[src/rtl/strobe_period_gen.sv]
// Programmable period strobe source: one-cycle strobe every cur_div cycles, phase index,
// strobe count, and a boundary-aligned divisor load/ack handshake. Optional macro: STROBE_CNT_SAT_EN.
module strobe_period_gen #(
  parameter int unsigned DIV_RST = 4,
  parameter int unsigned CNT_W   = 8
) (
  input  logic             clk_in,
  input  logic             rst,
  input  logic             en,
  input  logic [7:0]       div_val,
  input  logic             div_load,
  output logic             div_ack,
  output logic             strobe,
  output logic [7:0]       phase,
  output logic [CNT_W-1:0] strobe_cnt,
  output logic [7:0]       cur_div
);

  localparam int unsigned DIV_W = 8;
  localparam logic [DIV_W-1:0] DIV_INIT = DIV_W'(DIV_RST);

  typedef enum logic {
    IDLE = 1'b0,
    RUN  = 1'b1
  } state_t;

  state_t             state;
  logic               pending;
  logic [DIV_W-1:0]   pend_div;

  logic               count_c;
  logic               wrap_c;
  logic [DIV_W-1:0]   load_div_c;
  logic [CNT_W-1:0]   cnt_next_c;

  // Per-edge decode: whether this edge counts, period boundary, clamped request, next count.
  always_comb begin
    count_c    = 1'b0;
    wrap_c     = (phase == (cur_div - DIV_W'(1)));
    load_div_c = (div_val == '0) ? DIV_W'(1) : div_val;
`ifdef STROBE_CNT_SAT_EN
    cnt_next_c = (strobe_cnt == '1) ? strobe_cnt : strobe_cnt + CNT_W'(1);
`else
    cnt_next_c = strobe_cnt + CNT_W'(1);
`endif
    case (state)
      IDLE:    count_c = en;
      RUN:     count_c = en;
      default: count_c = 1'b0;
    endcase
  end

  always_ff @(posedge clk_in) begin
    if (rst) begin
      state      <= IDLE;
      phase      <= '0;
      strobe     <= 1'b0;
      div_ack    <= 1'b0;
      strobe_cnt <= '0;
      cur_div    <= DIV_INIT;
      pending    <= 1'b0;
      pend_div   <= '0;
    end else begin
      state   <= en ? RUN : IDLE;
      strobe  <= 1'b0;
      div_ack <= 1'b0;
      if (count_c) begin
        if (wrap_c) begin
          phase      <= '0;
          strobe     <= 1'b1;
          strobe_cnt <= cnt_next_c;
          if (pending) begin
            cur_div <= pend_div;
            pending <= 1'b0;
            div_ack <= 1'b1;
          end
        end else begin
          phase <= phase + DIV_W'(1);
        end
      end
      // Placed after the apply so a load on a wrap edge stays pending for the next wrap.
      if (div_load) begin
        pend_div <= load_div_c;
        pending  <= 1'b1;
      end
    end
  end

endmodule

[config.mk]
export PLATFORM = sky130hd
export DESIGN_NAME = strobe_period_gen
export DESIGN_NICKNAME = d
export VERILOG_FILES = /design/src/rtl/strobe_period_gen.sv
export SDC_FILE = /design/constraint.sdc
export NUM_CORES = 1
export LEC_CHECK = 0
export BUFFER_PORTS_ARGS = -buffer_cell sky130_fd_sc_hd__buf_2
export CAP_MARGIN = 20
export CELL_PAD_IN_SITES_DETAIL_PLACEMENT = 1
export CELL_PAD_IN_SITES_GLOBAL_PLACEMENT = 1
export CORE_MARGIN = 1
export CORE_UTILIZATION = 28
export DETAILED_ROUTE_END_ITERATION = 12
export PLACE_DENSITY_LB_ADDON = 0.15
export SLEW_MARGIN = 20
export SYNTH_ARGS = -nofsm -noshare
export SYNTH_HDL_FRONTEND = slang
export SYNTH_SLANG_ARGS = --single-unit
[constraint.sdc]
create_clock -name clk_in -period 3.3 [get_ports clk_in]
set_input_delay 0.165 -clock clk_in [delete_from_list [all_inputs] [get_ports clk_in]]
set_output_delay 0.165 -clock clk_in [all_outputs]
set_load 0.03 [all_outputs]
==> After elaboration in Yosys (flattened, before gate mapping) <==
Cells that the tools add are included.
{ "op_classes": {"add_sub_neg": 3, "n_eq_ne": 1, "n_mux": 7, "bitwise": 2, "reduce_logical": 8} }
{ "op_table": {"columns": ["operator", "n"], "rows": [
  ["$add 8x1->8 const B", 2],
  ["$mux 8", 2],
  ["$eq 8x8->1", 1],
  ["$logic_not 8->1", 1],
  ["$sub 8x1->8 const B", 1],
  ["$mux 1", 5],
  ["$reduce_and 2->1", 2],
  ["$reduce_bool 2->1", 2],
  ["$reduce_and 3->1", 1],
  ["$reduce_or 3->1", 1],
  ["$not 1->1", 2],
  ["$reduce_or 2->1", 1]
]} }
{ "word_totals": {"reg_bits": 35, "in_bits": 12, "elab_cells": 28} }

==> Longest topological paths before layout <==
{ "depth": {"ltp_word": 5, "ltp_mapped": 9, "mapped_depth_nobuf": 8} }

==> Worst setup path after synthesis <==
OpenSTA, ideal clock, no wires.
{ "synth_timing": {"path_kind": "register -> register", "from": "register cur_div[0]", "to": "register strobe_cnt[5]", "arrival_ps": 2185, "slack_ps": 992, "path_stages_with_launch": 9, "n_path_buf": 0, "path_cell_list": "dfxtp_1 -> inv_1 -> ha_1 -> nand2b_1 -> o211ai_1 -> o211a_1 -> o211ai_2 -> nor4b_1 -> mux2_1"} }
{ "synth_via": {"elab_chain_cells": 3} }
{ "synth_lines": {"columns": ["element", "line", "rtl"], "rows": [
  ["from (decl)", "16", "output logic [7:0] cur_div"],
  ["from (signal assigned)", "73", "cur_div <= pend_div;"],
  ["$sub 8x1->8", "39", "wrap_c = (phase == (cur_div - DIV_W'(1)));"],
  ["$eq 8x8->1", "39", null],
  ["$reduce_and 2->1 (no line)", null, null],
  ["to (signal assigned)", "71", "strobe_cnt <= cnt_next_c;"],
  ["to (decl)", "15", "output logic [CNT_W-1:0] strobe_cnt,"]
]} }
Every way passes these cells.
A chain may end at the register's enable or synchronous reset.

==> Worst setup path after layout <==
Same ends and word-level chain as after synthesis.

==> summary.txt <==
Run status
  • Status: complete, but fails checks
  • Failing checks: design-rule violations

Placement
  • Dpl ws: 0.926 ns
  • Area of placed instances: 2110 sq um
  • Placer Congestion: 0.696
  • Cell count after placement: 311
  • DP Wirelength: 3.46 mm
  • Port bufs: 37

Worst setup path
  • Crit Path Class: reg2reg
  • Required time of the critical path: 3.48 ns
  • Worst EP arrival: 2.54 ns
  • Crit path max fanout: 10
  • CP startpoint kind: flip-flop
  • Crit end category: flip-flop

Layout
  • Nets: 256
  • Layout cell share with drive strength beyond 1: 0.256
  • Final instance area: 2210 sq um
  • Post-Layout Cell Count: 319
  • Area Growth Syn to Fin: 17.0%
  • Commonest non-fill, non-tap cells in the layout: buf_2 (37), dfxtp_1 (35), nor2_1 (18)
  • Diode count: 0
  • Most common cell after layout, fill and taps aside: buf_2
  • Final core occ: 0.344

STA
  • Worst-margin pin slew: 0.737 ns
  • Final Setup Violations: 0
  • Final setup skew: 0.00616 ns
  • Worst hold margin: 0.122 ns
  • Achievable Freq: 0.422 GHz
  • Final hold violation count: 0
  • Setup TNS: 0 ns
  • Final setup margin: 0.933 ns
  • Fin crit period: 2.37 ns
  • Max Slew Vio Count: 0
  • Slew HR: 0.509
  • RSZ-0062 raised after global routing: no
  • Period utilization: 0.717

Power
  • Final Power: 0.843 mW
  • Worst VDD drop: 0.203 mV
  • Pleak: 0.890 nW
  • Pwr Density: 381 nW/um^2

GRT
  • Initial antenna violation count: 0
  • GRT Util Overall: 0.149
  • First-pass GRT wire length: 8.38 mm
  • GRT Residual Overflow: 0
  • Largest net degree at the start of global routing: 41
  • Vias in the first global route: 1634

Route
  • Vias: 1618
  • Initial detailed-routing violation count: 53
  • Top sig layer: met4
  • WL met2: 2.07 mm
  • Post-Route WL: 4.77 mm
  • Drc violations: 4
  • Vias per cell: 5.07
  • Final ANT Viol Nets: 0
  • Drt first pass iters: 8
  • Met1 WL: 2.53 mm
  • Wire per inst: 15.0 um
  • DR WL met3: 138 um

Run
  • Max Cap Viol: 0

CTS
  • Resized Gates After CTS: 0
  • CTS tree: built
  • CTS Hold Bufs: 0
  • Clk_lat worst skew: 0.29 ns
  • Post-CTS setup buffer count: 0
  • Clk root buf: clkbuf_8
  • CTS Buf Count: 5
  • H-tree depth: 2
  • Clk slew on worst S/H paths: 0.08 ns
  • Clock tree sinks: 35
  • CTS Buffer Depth: 2

Worst hold path
  • Hold Path Class: in2reg

Synth
  • Post-synthesis sequential area ratio: 0.371
  • Post-synth EDFFs: 0
  • Unique masters post-synth: 50
  • Mapped Cells: 208
  • Syn_nets: 223
  • Syn Std Cell Area: 1890 sq um
  • Ys async rst share: 0
  • Syn avg cell area: 9.08 sq um
  • Number of synthesized register bits: 35
  • Yosys warns: 0
  • Most used DFF post-synth: dfxtp_1

Floorplan
  • Core Rows: 29
  • Chip Width: 84.1 um
  • I/O pin count: 38
  • Chip height: 84.1 um
  • Total core area: 6420 sq um
  • Die area: 7080 sq um
  • Initial Utilization: 0.294
metal layers:
metal | up-vias | GRT usage
met1 | 774 | 0.210
met5 | - | 0
met3 | 2 | 0.0406
li1 | 821 | -
met2 | 21 | 0.220
met4 | 0 | 0.0517
worst paths after layout:
| path | slack [ns] | startpoint | endpoint | depth (start not counted) |
|---|---|---|---|---|
| min reg2reg | 0.49 | pend_div[1]$_SDFFE_PP0P_ | cur_div[1]$_SDFFE_PP0P_ | 2 |
| min | 0.12 | div_val[1] | pend_div[1]$_SDFFE_PP0P_ | 3 |
| max reg2reg | 0.93 | cur_div[0]$_SDFFE_PP0P_ | strobe_cnt[5]$_SDFFE_PP0P_ | 8 |
| max | 0.93 | cur_div[0]$_SDFFE_PP0P_ | strobe_cnt[5]$_SDFFE_PP0P_ | 8 |
cells in the mapped netlist (3+ instances only):
library cell,count,share of area
o31ai_1,7,0.028
buf_6,3,0.018
o211ai_1,3,0.012
and2_1,4,0.013
nand3_1,5,0.013
a21oi_1,14,0.037
ha_1,3,0.020
nor3_1,9,0.024
nand2_1,12,0.024
mux2_4,3,0.024
nor4_1,4,0.013
inv_1,3,0.0060
nor2_1,18,0.036
dfxtp_1,35,0.37
xnor2_1,6,0.028
clkbuf_1,5,0.0099
nand4_1,10,0.033
o21ai_0,3,0.0079
buf_1,3,0.0060
nor2b_1,8,0.027
nor3_2,3,0.016
mux2i_1,7,0.037
xor2_1,5,0.023
critical path, cell delays in order, from the launching register on:
cell and delay, ns:
dfxtp_1 0.44, inv_1 0.07, ha_1 0.26, nand2b_1 0.16
o211ai_1 0.11, o211a_1 0.22, o211ai_2 0.25, nor4b_1 0.40
mux2_1 0.35
cell families after synthesis:
family	after synthesis	synth area share
buffers and inverters	17	0.0470
adder cells (fa/ha/maj)	3	0.0199
AND/OR/NAND/NOR	86	0.260
flip-flops	35	0.371
AO/OA/AOI/OAI	41	0.154
multiplexers	13	0.0789
XOR/XNOR	13	0.0683
area by class of cell:
cell class | instances | area (sq um)
multi-input combinational | 156 | 1100
timing repair buffer | 39 | 200
clock inverter | 2 | 16.3
clock buffer | 6 | 82.6
tap | 77 | 96.3
sequential | 35 | 701
fill | 765 | 4210
inverter | 4 | 15.0
power by group:
| part | total (mW) | internal, mW | switching, mW |
|---|---|---|---|
| Clock | 0.344 | 0.171 | 0.173 |
| Sequential | 0.441 | 0.431 | 0.00960 |
| Combinational | 0.0582 | 0.0209 | 0.0372 |
registers in the layout (all words and copies together), names as in the netlist:
signal,cells
phase,8
pending,1
cur_div,8
div_ack,1
pend_div,8
strobe_cnt,8
strobe,1
(Power assumes the default switching activity.)
